File: config.mk
export PLATFORM = sky130hd
export DESIGN_NAME = testdrive_intr_ctrl
export DESIGN_NICKNAME = d
export VERILOG_FILES = /design/src/rtl/testdrive_intr_pkg.sv /design/src/rtl/testdrive_intr_arbiter.sv /design/src/rtl/testdrive_intr_ctrl.sv
export SDC_FILE = /design/constraint.sdc
export NUM_CORES = 1
export LEC_CHECK = 0
export ABC_AREA = 1
export BUFFER_PORTS_ARGS = -buffer_cell sky130_fd_sc_hd__buf_2
export CAP_MARGIN = 10
export CORE_MARGIN = 4
export CORE_UTILIZATION = 50
export CTS_CLUSTER_DIAMETER = 80
export DETAILED_ROUTE_END_ITERATION = 12
export PLACE_DENSITY = 0.77
export SLEW_MARGIN = 20
export SYNTH_ARGS = -nofsm -noshare
export SYNTH_HDL_FRONTEND = slang
export SYNTH_SLANG_ARGS = --single-unit
export TNS_END_PERCENT = 10
File: constraint.sdc
create_clock -name CLK -period 4.2 [get_ports CLK]
set_input_delay 0 -clock CLK [delete_from_list [all_inputs] [get_ports CLK]]
set_output_delay 0 -clock CLK [all_outputs]
set_load 0.02 [all_outputs]
File: src/rtl/testdrive_intr_pkg.sv
// testdrive_intr_pkg: shared types and helpers for the simulation interrupt controller.
// Rev 1.0
`default_nettype none

package testdrive_intr_pkg;

  typedef enum logic [1:0] {
    S_IDLE = 2'd0,
    S_REQ  = 2'd1,
    S_GAP  = 2'd2
  } intr_state_e;

  localparam int ARB_FIXED       = 0;
  localparam int ARB_ROUND_ROBIN = 1;

  function automatic int intr_id_width(input int count);
    int w;
    w = $clog2(count);
    return (w < 1) ? 1 : w;
  endfunction

endpackage

`default_nettype wire

File: src/rtl/testdrive_intr_arbiter.sv
// testdrive_intr_arbiter: combinational priority picker, first request at or above ptr_i (wrapping).
// Rev 1.0
`default_nettype none

module testdrive_intr_arbiter #(
  parameter int C_COUNT = 8,
  parameter int IDW     = 3
) (
  input  logic [C_COUNT-1:0] req_i,
  input  logic [IDW-1:0]     ptr_i,
  output logic               valid_o,
  output logic [IDW-1:0]     id_o
);

  int             idx;
  logic [IDW-1:0] sel;

  // Fixed priority is simply this search with ptr_i tied to zero.
  always_comb begin
    valid_o = 1'b0;
    id_o    = '0;
    idx     = 0;
    sel     = '0;
    for (int k = 0; k < C_COUNT; k++) begin
      idx = int'(ptr_i) + k;
      if (idx >= C_COUNT) idx = idx - C_COUNT;
      sel = IDW'(idx);
      if (!valid_o && req_i[sel]) begin
        valid_o = 1'b1;
        id_o    = sel;
      end
    end
  end

endmodule

`default_nettype wire

File: src/rtl/testdrive_intr_ctrl.sv
// testdrive_intr_ctrl: multi-source edge/level interrupt controller with a held, acknowledged IRQ.
// Rev 1.0
`default_nettype none

module testdrive_intr_ctrl
  import testdrive_intr_pkg::*;
#(
  parameter int                 C_COUNT       = 8,
  parameter logic [C_COUNT-1:0] C_EDGE        = {C_COUNT{1'b1}},
  parameter logic [C_COUNT-1:0] C_ACTIVE      = {C_COUNT{1'b1}},
  parameter int                 C_ROUND_ROBIN = ARB_FIXED,
  parameter int                 IDW           = intr_id_width(C_COUNT)
) (
  input  logic               CLK,
  input  logic               nRST,
  input  logic               EN,
  input  logic [C_COUNT-1:0] INTR,
  input  logic [C_COUNT-1:0] MASK,
  output logic               IRQ,
  output logic [IDW-1:0]     IRQ_ID,
  input  logic               ACK,
  input  logic [IDW-1:0]     ACK_ID,
  output logic               ACK_ERR,
  output logic [C_COUNT-1:0] PENDING,
  output logic [C_COUNT-1:0] OVERFLOW
);

  logic [C_COUNT-1:0] act, prev_act, rise;
  logic [C_COUNT-1:0] prev_q;
  logic [C_COUNT-1:0] pend_q, pend_d;
  logic [C_COUNT-1:0] ovf_q, ovf_d;
  logic [C_COUNT-1:0] cand;
  intr_state_e        state_q;
  logic               irq_q, ack_err_q;
  logic [IDW-1:0]     irq_id_q, ptr_q, arb_ptr, arb_id, ptr_next;
  logic               arb_valid, valid_ack, withdraw;

  assign act      = INTR ~^ C_ACTIVE;
  assign prev_act = prev_q ~^ C_ACTIVE;
  assign rise     = act & ~prev_act & MASK & {C_COUNT{EN}};

  assign valid_ack = ACK && (state_q == S_REQ) && (ACK_ID == irq_id_q);

  always_comb begin
    pend_d = pend_q;
    ovf_d  = ovf_q;
    for (int i = 0; i < C_COUNT; i++) begin
      if (C_EDGE[i]) begin
        // A fresh edge coinciding with the acknowledge re-arms the source.
        if (valid_ack && (irq_id_q == IDW'(i))) begin
          ovf_d[i]  = 1'b0;
          pend_d[i] = rise[i];
        end else if (rise[i]) begin
          if (pend_q[i]) ovf_d[i]  = 1'b1;
          else           pend_d[i] = 1'b1;
        end
      end else begin
        pend_d[i] = act[i] & MASK[i] & EN;
        ovf_d[i]  = 1'b0;
      end
    end
  end

  always_ff @(posedge CLK or negedge nRST) begin
    if (!nRST) begin
      prev_q <= ~C_ACTIVE;
      pend_q <= '0;
      ovf_q  <= '0;
    end else begin
      prev_q <= INTR;
      pend_q <= pend_d;
      ovf_q  <= ovf_d;
    end
  end

  assign cand    = pend_q & MASK;
  assign arb_ptr = (C_ROUND_ROBIN == ARB_ROUND_ROBIN) ? ptr_q : '0;

  testdrive_intr_arbiter #(
    .C_COUNT (C_COUNT),
    .IDW     (IDW)
  ) u_arbiter (
    .req_i   (cand),
    .ptr_i   (arb_ptr),
    .valid_o (arb_valid),
    .id_o    (arb_id)
  );

  assign withdraw = ~(pend_d[irq_id_q] & MASK[irq_id_q]);
  assign ptr_next = (ACK_ID == IDW'(C_COUNT - 1)) ? '0 : ACK_ID + 1'b1;

  // IRQ trails entry into S_REQ by one cycle but drops on the same edge as the exit.
  always_ff @(posedge CLK or negedge nRST) begin
    if (!nRST) begin
      state_q   <= S_IDLE;
      irq_q     <= 1'b0;
      irq_id_q  <= '0;
      ack_err_q <= 1'b0;
      ptr_q     <= '0;
    end else begin
      ack_err_q <= ACK && !valid_ack;
      case (state_q)
        S_IDLE: begin
          irq_q <= 1'b0;
          if (arb_valid) begin
            irq_id_q <= arb_id;
            state_q  <= S_REQ;
          end
        end
        S_REQ: begin
          if (valid_ack) begin
            irq_q   <= 1'b0;
            ptr_q   <= ptr_next;
            state_q <= S_GAP;
          end else if (withdraw) begin
            irq_q   <= 1'b0;
            state_q <= S_IDLE;
          end else begin
            irq_q <= 1'b1;
          end
        end
        S_GAP: begin
          irq_q   <= 1'b0;
          state_q <= S_IDLE;
        end
        default: begin
          irq_q   <= 1'b0;
          state_q <= S_IDLE;
        end
      endcase
    end
  end

  assign IRQ      = irq_q;
  assign IRQ_ID   = irq_id_q;
  assign ACK_ERR  = ack_err_q;
  assign PENDING  = pend_q;
  assign OVERFLOW = ovf_q;

endmodule

`default_nettype wire

==> metrics.md, run 1 <==
| Metric | Value |
|---|---|
| Pwr/cell area | `between 500 and 600 mW/mm^2` |
| Mapped Avg Cell Area | `7.54 um^2` |
| Netlist cell types | `23` |
| Internal power | `628 uW` |
| Met1 wire length | `~1.8 mm` |
| Post-synth EDFFs | `0` |
| Max-capacitance violation count | `0` |
| Postcts setup bufs | `0` |
| Ranking of synthesized cells by area | `dfrtp_1, nand2_1, nand3_1, inv_1, nor2_1` |
| Clock tree sinks | `31` |
| CTS hold repair buffers | `12` |
| Clock power share | `14.1%` |
| Primary FF master, synth | `dfrtp_1` |
| Leak pwr | `~0.0011 uW` |
| Status | `completed` |
| Worst-path clk slew | `around 0.10 ns` |
| First-pass DRT Iterations | `4` |
| YS warnings | `0` |
| Net switching power of the design | `555 uW` |
| WL met3 | `around 300 um` |
| Crit path top cell by count | `nand2_1` |
| Total CTS buffers | `5` |
| Syn Nets | `240` |
| CP Class | `reg -> reg` |
| Starting Density | `between 50% and 60%` |
| Total track usage | `22.7%` |
| Worst EP arrival | `between 2 and 2.5 ns` |
| CP cell instances | `inv_4, nand2_1, nand2_1, nor2_2, nand3_1, nand2_1, nand3_1, nand2_1, o21ai_1, nand2_1, nand2_1` |
| CP delay by family, top | `simple AND/OR/NAND/NOR gates` |
| Worst Max-Slew Pin Slew | `0.685 ns` |
| Critical path startpoint category | `flip-flop` |
| CTS tree | `done` |
| GPL Wtd Cong | `approximately 0.97` |
| Via Count | `1,584` |
| GRT overflow | `0` |
| CP max FO | `11` |
| Antenna cell count | `0` |
| Chip width | `65.2 um` |
| Die ar. | `roughly 0.0042 mm^2` |
| Final-report max-slew violation count | `0` |
| Die H | `roughly 65 um` |
| Highest routed metal layer | `met4` |
| Relative slew slack | `~54%` |
| Top-count cell post-synth | `nand2_1` |
| Worst Path Required | `roughly 4.4 ns` |
| Area delta synth->final | `23.7%` |
| Core Box Area | `between 0.003 and 0.004 mm^2` |
| Min-Delay Path Class | `in -> reg` |
| Fin. Hold Viols | `0` |
| Fmax achieved | `between 0.4 and 0.5 GHz` |
| Final WL | `between 4 and 5 mm` |
| Synth Instances | `roughly 220` |
| Post-cts resize count | `0` |
| CP endpoint kind | `flip-flop` |
| Synth area leader | `dfrtp_1` |
| Synth top area share | `a little under half` |
| Largest stage delay on the critical path | `just over 0.6 ns` |
| Clock latency on the worst-skew pair | `roughly 0.34 ns` |
| CTS max path bufs | `2` |
| Largest net degree at the start of global routing | `32` |
| Iteration-0 DRC Markers | `between 90 and 100` |
| Sequential share of power | `about 40%` |
| Top cells by count, synth | `nand2_1, dfrtp_1, inv_1, nand3_1, nor2_1` |
| Share of cells above drive strength 1 | `between 20% and 30%` |
| Peak VDD IR | `approximately 340 uV` |
| CP max-delay cell | `dfrtp_1` |
| Gate power share | `45.7%` |
| Clk_skew | `0.00707 ns` |
| DP HPWL | `~3.2 mm` |
| Synthesized area | `0.00164 mm^2` |
| Final ANT Viol Nets | `0` |
| WL per Instance | `13.3 um` |
| Fin crit share | `between 50% and 60%` |
| Final setup vio count | `0` |
| Vias in the first global route | `between 1,500 and 2,000` |
| Drc violations | `0` |
| Clock root buffer | `clkbuf_4` |
| Routed length on met2 | `1.96 mm` |
| Via/cell ratio | `between 4 and 5` |
| Initial antenna violation count | `0` |
| First-pass GRT wire length | `between 7 and 8 mm` |
| Async SR Flop Fraction | `100%` |
| # H-tree levels | `2` |
| Overall power | `between 1000 and 1500 uW` |
| Unrepaired setup endpoints after global routing | `false` |
| Clock period minus worst slack | `between 2 and 2.5 ns` |
| FP Rows | `20` |
| Port-buffer cells | `43` |
| Switching Share | `a little under half` |
| Setup TNS | `0 ns` |
| Register bit total from synthesis | `31` |
| Register area share after synthesis | `between 40% and 50%` |
| Bufs and invs on worst path | `1` |
| Final #Nets | `297` |
| I/O pin total | `44` |
-- final timing paths --
check | depth (start not counted) | start | slack (ns) | end
min in group asynchronous | 2 | nRST | 0.22 | PENDING[4]$_DFF_PN0_
min | 3 | MASK[2] | 0.01 | PENDING[2]$_DFF_PN0_
min reg2reg | 2 | OVERFLOW[0]$_DFFE_PN0P_ | 0.50 | OVERFLOW[0]$_DFFE_PN0P_
max in group asynchronous | 2 | nRST | 3.53 | PENDING[2]$_DFF_PN0_
max | 11 | IRQ_ID[2]$_DFFE_PN0P_ | 2.07 | state_q[0]$_DFFE_PN0P_
max reg2reg | 11 | IRQ_ID[2]$_DFFE_PN0P_ | 2.07 | state_q[0]$_DFFE_PN0P_
-- power by group through the flow --
stage	registers, uW	clock network (uW)	logic (uW)
global route	491	187	606
CTS	476	170	542
floorplan	540	0	324
finish	476	167	540
detailed placement	482	0	531
global placement	479	0	521
-- flip-flops by register name, summed over array words and instances, names as in the netlist --
| name | flops |
|---|---|
| IRQ | 1 |
| ACK_ERR | 1 |
| OVERFLOW | 8 |
| prev_act | 8 |
| IRQ_ID | 3 |
| PENDING | 8 |
| state_q | 2 |
-- cell families after synthesis --
logic type,Yosys count,share of synthesized area [%]
and+or+nand+nor,129,34.2
buffers and inverters,37,10.9
DFF,31,47.4
AOI/OAI and AO/OA,20,7.50
-- per-stage QoR --
stage               cells  hold slack (ns)  util [%]  worst slack [ns]  area (um^2)
global placement      299           0.0705      59.7              2.14         1850
floorplan             217           -0.296         -              2.60         1640
detailed placement    299           0.0789      59.7              2.10         1850
finish                319           0.0147      65.2              2.07         2020
global route          319           0.0264      65.2              1.78         2020
CTS                   319          0.00705      65.2              2.07         2020
-- cells in the final DEF (no fill, tap or decap) --
cell type      synthesis  layout
a21oi_2                1       1
a22oi_1                1       1
buf_2                  0      43
clkbuf_1               0       2
clkbuf_4               0       5
clkinv_2               0       1
dfrtp_1               31      31
dlygate4sd3_1          0      12
inv_1                 30      30
inv_4                  2       2
nand2_1               68      68
nand3_1               24      24
nand3_2                1       1
nand3_4                1       1
nand4_1                6       6
nor2_1                24      24
nor2_2                 2       2
nor3_1                 2       2
nor4_1                 1       1
o2111ai_1              1       1
o21a_1                 1       1
o21ai_0               12      12
o21ai_1                1       1
o21bai_1               1       1
o221ai_1               1       1
o311ai_0               1       1
-- area by class of cell --
class                           count  area [um^2]
Clock inverter                      1         5.00
Inverter                           32          125
Fill cell                         295         1080
Timing Repair Buffer               55          335
Tap cell                           44         55.1
Multi-Input combinational cell    149          682
Clock buffer                        7         45.0
Sequential cell                    31          776
-- worst min-delay path, cell delays in order --
cell and delay (ns):
buf_2 0.13, nand3_1 0.13, nand2_1 0.06
-- per-layer routing --
layer,vias up,global-route usage [%]
li1,812,-
met1,701,28.5
met2,56,37.3
met3,15,4.96
met4,0,10.1
met5,-,0
Note: power is estimated with default switching activity, not from simulation.
==> run 2: changes to the inputs <==
clock period = 2.1 ns   (was 4.2 ns; I/O delays follow)
==> metrics.md, run 2 (synthesis results as in run 1) <==
| Metric | Value |
|---|---|
| Status | `completed` |
| First-pass GRT wire length | `6.84 mm (-6.0%)` |
| Die H | `65.2 um (unchanged)` |
| Iteration-0 DRC Markers | `66 (-31%)` |
| Final ANT Viol Nets | `0 (unchanged)` |
| CTS max path bufs | `2 (unchanged)` |
| Clock root buffer | `clkbuf_4` |
| Multi-input gate area | `682 um^2 (unchanged)` |
| Starting Density | `52.7% (unchanged)` |
| CP max-delay cell | `dfrtp_1` |
| Worst-path clk slew | `0.10 ns (about the same)` |
| Min-Delay Path Class | `in -> reg` |
| Via/cell ratio | `4.90 (-1.3%)` |
| Leak pwr | `0.00110 uW (+2.7%)` |
| Largest net degree at the start of global routing | `32 (unchanged)` |
| Register area | `776 um^2 (unchanged)` |
| CP endpoint kind | `flip-flop` |
| Area delta synth->final | `26.9%` |
| Initial antenna violation count | `0 (unchanged)` |
| Port-buffer cells | `43 (unchanged)` |
| Final setup vio count | `0 (unchanged)` |
| Vias in the first global route | `1,526 (-3.1%)` |
| Fin util | `66.9% (+1.7 points)` |
| CP delay by family, top | `simple AND/OR/NAND/NOR gates` |
| Relative slew slack | `55.4% (+1.1 points)` |
| GPL Wtd Cong | `0.880 (-8.8%)` |
| Drc violations | `0 (unchanged)` |
| Most used routing layer | `met2` |
| Bufs and invs on worst path | `2 (+1)` |
| Post-Layout Inst Area | `0.00207 mm^2 (+2.5%)` |
| Worst EP arrival | `2.07 ns (-0.29 ns)` |
| Pwr/cell area | `1220 mW/mm^2 (+110%)` |
| Area after DPL | `0.00187 mm^2 (+0.81%)` |
| I/O pin total | `44 (unchanged)` |
| Antenna cell count | `0 (unchanged)` |
| Final-report max-slew violation count | `0 (unchanged)` |
| Fin crit share | `87.0% (+36 points)` |
| First-pass DRT Iterations | `4 (unchanged)` |
| Met2 Usage GRT | `35.1% (-2.1 points)` |
| Clock period minus worst slack | `1.83 ns (-0.300 ns)` |
| Clock latency on the worst-skew pair | `0.34 ns (about the same)` |
| Clk_skew | `0.0120 ns (+0.00493 ns)` |
| DP HPWL | `3.11 mm (-2.4%)` |
| CP Class | `reg -> reg` |
| WL per Instance | `12.7 um (-4.0%)` |
| Total track usage | `21.3% (-1.4 points)` |
| Post-cts resize count | `0 (unchanged)` |
| Total CTS buffers | `5 (unchanged)` |
| Worst Path Required | `2.34 ns (-2.09 ns)` |
| Met1 Track Usage GR | `26.3% (-2.2 points)` |
| Largest stage delay on the critical path | `0.60 ns (about the same)` |
| Critical path startpoint category | `flip-flop` |
| Fin. Hold Viols | `0 (unchanged)` |
| Worst Max-Slew Pin Slew | `0.669 ns (-0.0163 ns)` |
| Die ar. | `0.00425 mm^2 (unchanged)` |
| Share of cells above drive strength 1 | `21.7% (+1.3 points)` |
| Met3 usage | `5.30% (+0.34 points)` |
| Clock tree sinks | `31 (unchanged)` |
| Final WL | `4.09 mm (-3.4%)` |
| Commonest cells after routing, fill and taps aside | `nand2_1, buf_2, dfrtp_1` |
| Unrepaired setup endpoints after global routing | `false` |
| Commonest non-fill, non-tap cell in the layout | `nand2_1` |
| Peak VDD IR | `824 uV (+140%)` |
| CP max FO | `11 (unchanged)` |
| Final cell count without fillers | `321 (+0.63%)` |
| # H-tree levels | `2 (unchanged)` |
| Setup TNS | `0 ns (unchanged)` |
| CTS hold repair buffers | `12 (unchanged)` |
| Core Box Area | `0.00310 mm^2 (unchanged)` |
| Chip width | `65.2 um (unchanged)` |
| Postcts setup bufs | `0 (unchanged)` |
| Final #Nets | `299 (+0.67%)` |
| CP cell instances | `inv_4, nand2_1, nand2_1, nor2_2, buf_4, nand3_1, nand2_1, nand3_1, nand2_1, o21ai_1, nand2_1, nand2_1` |
| Crit path top cell by count | `nand2_1` |
| GRT overflow | `0 (unchanged)` |
| Max-capacitance violation count | `0 (unchanged)` |
| CTS tree | `done` |
| Cell count after placement | `301 (+0.67%)` |
| Via Count | `1,574 (-0.63%)` |
| Number of fillers in the final layout | `294 (-0.34%)` |
| FP Rows | `20 (unchanged)` |
| Fmax achieved | `0.547 GHz (+16%)` |
==> run 2: cell types whose count changed in the layout (fill, tap and decap cells not counted), sizes merged <==
| cell | delta |
|---|---|
| clkbuf | -1 |
| bufinv | +1 |
| buf | +2 |
==> run 2: metrics by stage <==
step / setup WS [ns] / total power (uW) / hold slack [ns]
2_1_floorplan: 0.503 / 1730 / -0.296
4_1_cts: 0.279 / 2540 / 0.00275
6_report: 0.273 / 2540 / 0.0150
3_5_place_dp: 0.295 / 2030 / 0.0796
3_3_place_gp: 0.336 / 2020 / 0.0833
5_1_grt: 0.0901 / 2720 / 0.0108
==> run 2: report_power, final <==
group	total, uW	internal [uW]	leakage [uW]	switching (uW)
Sequential	950	771	0.000338	179
Clock	491	281	0.0000482	210
Combinational	1100	370	0.000714	726
Total	2540	1420	0.00110	1120
==> run 2: final timing paths <==
check | from | to | slack, ns | depth (start not counted)
min in group asynchronous | nRST | prev_act[4]$_DFF_PN0_ | 0.22 | 2
worst min-delay path | MASK[2] | PENDING[2]$_DFF_PN0_ | 0.01 | 3
worst max-delay path | IRQ_ID[2]$_DFFE_PN0P_ | state_q[0]$_DFFE_PN0P_ | 0.27 | 12
max in group asynchronous | nRST | prev_act[6]$_DFF_PN0_ | 1.44 | 2
worst max register to register | IRQ_ID[2]$_DFFE_PN0P_ | state_q[0]$_DFFE_PN0P_ | 0.27 | 12
worst min register to register | OVERFLOW[4]$_DFFE_PN0P_ | OVERFLOW[4]$_DFFE_PN0P_ | 0.50 | 2
==> run 2: cell type report <==
class                      count  area share [%]
sequential                    31            37.4
multi-input combinational    149            32.9
timing repair buffer          57            16.9
inverter                      32            6.03
tap                           44            2.65
clock buffer                   6            2.47
clock inverter                 2            1.69
==> run 2: layer usage <==
| layer | vias up | part of all wire [%] |
|---|---|---|
| li1 | 811 | - |
| met4 | 0 | 1.8 |
| met2 | 53 | 46 |
| met1 | 701 | 44 |
| met3 | 9 | 7.6 |
| met5 | - | 0 |
==> run 2: worst register-to-register path: stages, from the launching register on <==
cell	delay, ns
dfrtp_1	0.60
inv_4	0.09
nand2_1	0.07
nand2_1	0.06
nor2_2	0.07
buf_4	0.19
nand3_1	0.13
nand2_1	0.12
nand3_1	0.10
nand2_1	0.08
o21ai_1	0.06
nand2_1	0.11
nand2_1	0.05
==> run 3: changes to the inputs <==
CELL_PAD_IN_SITES_DETAIL_PLACEMENT = 1   (was unset)
CELL_PAD_IN_SITES_GLOBAL_PLACEMENT = 1   (was unset)
CORE_UTILIZATION = 37   (was 50)
PLACE_DENSITY = unset   (was 0.77)
PLACE_DENSITY_LB_ADDON = 0.1   (was unset)
==> metrics.md, run 3 (synthesis results as in run 1) <==
| Metric | Value |
|---|---|
| Core Box Area | `0.00414 mm^2 (+34%)` |
| Final-report max-slew violation count | `0 (unchanged)` |
| Largest stage delay on the critical path | `0.52 ns (-0.08 ns)` |
| Critical path startpoint category | `flip-flop` |
| Final cell count without fillers | `328 (+2.2%)` |
| CP delay by family, top | `simple AND/OR/NAND/NOR gates` |
| DP HPWL | `3.87 mm (+24%)` |
| Peak VDD IR | `521 uV (-37%)` |
| CTS hold repair buffers | `10 (-2)` |
| Setup TNS | `0 ns (unchanged)` |
| CP cell instances | `inv_1, nand2_1, nand2_1, nor2_2, buf_4, nand3_1, nand2_1, nand3_1, nand3_1, o21bai_1, nand2_1, nand2_1` |
| Die H | `74.5 um (+14%)` |
| Die ar. | `0.00555 mm^2 (+31%)` |
| Final WL | `4.90 mm (+20%)` |
| CTS max path bufs | `2 (unchanged)` |
| CP endpoint kind | `flip-flop` |
| Fmax achieved | `0.566 GHz (+3.4%)` |
| Postcts setup bufs | `0 (unchanged)` |
| Total CTS buffers | `5 (unchanged)` |
| Commonest non-fill, non-tap cell in the layout | `nand2_1` |
| CP max FO | `9 (-2)` |
| Hold Crit Start | `MASK[0]` |
| FP Rows | `23 (+15%)` |
| First-pass GRT wire length | `8.25 mm (+21%)` |
| Clock root buffer | `clkbuf_8` |
| Worst r2r src | `IRQ_ID[1]$_DFFE_PN0P_` |
| Fin. Hold Viols | `0 (unchanged)` |
| Final #Nets | `300 (+0.33%)` |
| Share of cells above drive strength 1 | `22.7% (+1.0 points)` |
| Port-buffer cells | `43 (unchanged)` |
| # H-tree levels | `2 (unchanged)` |
| Worst Max-Slew Pin Slew | `0.709 ns (+0.0405 ns)` |
| Clk_skew | `0.00334 ns (-0.00866 ns)` |
| I/O pin total | `44 (unchanged)` |
| Clock latency on the worst-skew pair | `0.28 ns (-0.06 ns)` |
| Reg2Reg Depth | `12 (unchanged)` |
| Total track usage | `20.0% (-1.3 points)` |
| GRT overflow | `0 (unchanged)` |
| Worst Hold Path Cells | `3 (unchanged)` |
| Via Count | `1,643 (+4.4%)` |
| Chip width | `74.5 um (+14%)` |
| Relative slew slack | `52.7% (-2.7 points)` |
| Reg2reg setup slack | `0.33 ns (+0.06 ns)` |
| CP Class | `reg -> reg` |
| Post-cts resize count | `0 (unchanged)` |
| Final setup vio count | `0 (unchanged)` |
| Worst Hold Endpoint | `PENDING[0]$_DFF_PN0_` |
| Iteration-0 DRC Markers | `61 (-7.6%)` |
| Leak pwr | `0.00112 uW (+1.8%)` |
| Worst Path Required | `2.28 ns (-0.06 ns)` |
| First-pass DRT Iterations | `4 (unchanged)` |
| Initial antenna violation count | `0 (unchanged)` |
| Cell count after placement | `310 (+3.0%)` |
| Clock period minus worst slack | `1.77 ns (-0.0595 ns)` |
| Status | `completed` |
| Area delta synth->final | `29.4%` |
| Final ANT Viol Nets | `0 (unchanged)` |
| Commonest cells after routing, fill and taps aside | `nand2_1, buf_2, dfrtp_1` |
| Starting Density | `39.5% (-13 points)` |
| Max-capacitance violation count | `0 (unchanged)` |
| Fin crit share | `84.2% (-2.8 points)` |
| CTS tree | `done` |
| Min-Delay Path Class | `in -> reg` |
| Vias in the first global route | `1,686 (+10%)` |
| Bufs and invs on worst path | `2 (unchanged)` |
| Clock tree sinks | `31 (unchanged)` |
| Pwr/cell area | `1290 mW/mm^2 (+5.8%)` |
| Unrepaired setup endpoints after global routing | `false` |
| Antenna cell count | `0 (unchanged)` |
| Worst-path clk slew | `0.07 ns (-0.03 ns)` |
| Worst EP arrival | `1.94 ns (-0.13 ns)` |
| Drc violations | `0 (unchanged)` |
| GPL Wtd Cong | `0.971 (+10%)` |
| Via/cell ratio | `5.01 (+2.2%)` |
| Critical R2R Capture | `state_q[0]$_DFFE_PN0P_` |
| Crit path top cell by count | `nand2_1` |
| CP max-delay cell | `dfrtp_1` |
| Largest net degree at the start of global routing | `32 (unchanged)` |
| WL per Instance | `14.9 um (+17%)` |
## run 3: cell types whose count changed in the layout (fill, tap and decap cells not counted), sizes merged
cell	before	now
buf	45	48
dlygate4sd3	12	10
## run 3: worst max-delay path by stage
stage	startpoint	to	slack, ns	cells past startpoint
3_3_place_gp	IRQ_ID[1]$_DFFE_PN0P_	state_q[0]$_DFFE_PN0P_	0.35	12
6_report	IRQ_ID[1]$_DFFE_PN0P_	state_q[0]$_DFFE_PN0P_	0.33	12
3_5_place_dp	IRQ_ID[1]$_DFFE_PN0P_	state_q[0]$_DFFE_PN0P_	0.33	12
4_1_cts	IRQ_ID[1]$_DFFE_PN0P_	state_q[0]$_DFFE_PN0P_	0.32	12
2_1_floorplan	IRQ_ID[0]$_DFFE_PN0P_	state_q[0]$_DFFE_PN0P_	0.50	13
5_1_grt	IRQ_ID[0]$_DFFE_PN0P_	state_q[0]$_DFFE_PN0P_	0.09	11
## run 3: through the flow
stage                     power (uW)  worst slack [ns]  instance area, um^2  hold WS, ns  utilization (%)
after floorplan                 1730             0.503                 1640       -0.296                -
after global placement          2110             0.353                 1900       0.0970             45.8
after detailed placement        2140             0.329                 1900       0.0977             45.8
after CTS                       2780             0.317                 2120       0.0482             51.1
after global routing            2970            0.0860                 2120       0.0680             51.1
final                           2740             0.333                 2120       0.0502             51.1
## run 3: layer usage
layer	wire [um]	track usage, %	vias to the layer above
met2	2490	33.4	27
li1	-	-	809
met5	0	0	-
met1	2180	26.4	800
met3	172	3.92	7
met4	57	5.34	0
## run 3: tightest hold or removal path, cell delays in order
cell and delay (ns):
buf_2 0.12, nand3_1 0.12, nand2_1 0.06
## run 3: power by group
part           switching, uW  internal (uW)  total, uW
registers                157            773        930
logic                    795            401       1200
clock network            229            384        613
## run 3: cell type report
| type | instances | area (um^2) |
|---|---|---|
| clock buffer | 6 | 82.6 |
| clock inverter | 2 | 35.0 |
| fill | 550 | 2030 |
| inverter | 32 | 125 |
| multi-input combinational | 149 | 682 |
| sequential | 31 | 776 |
| tap | 50 | 62.6 |
| timing repair buffer | 58 | 353 |
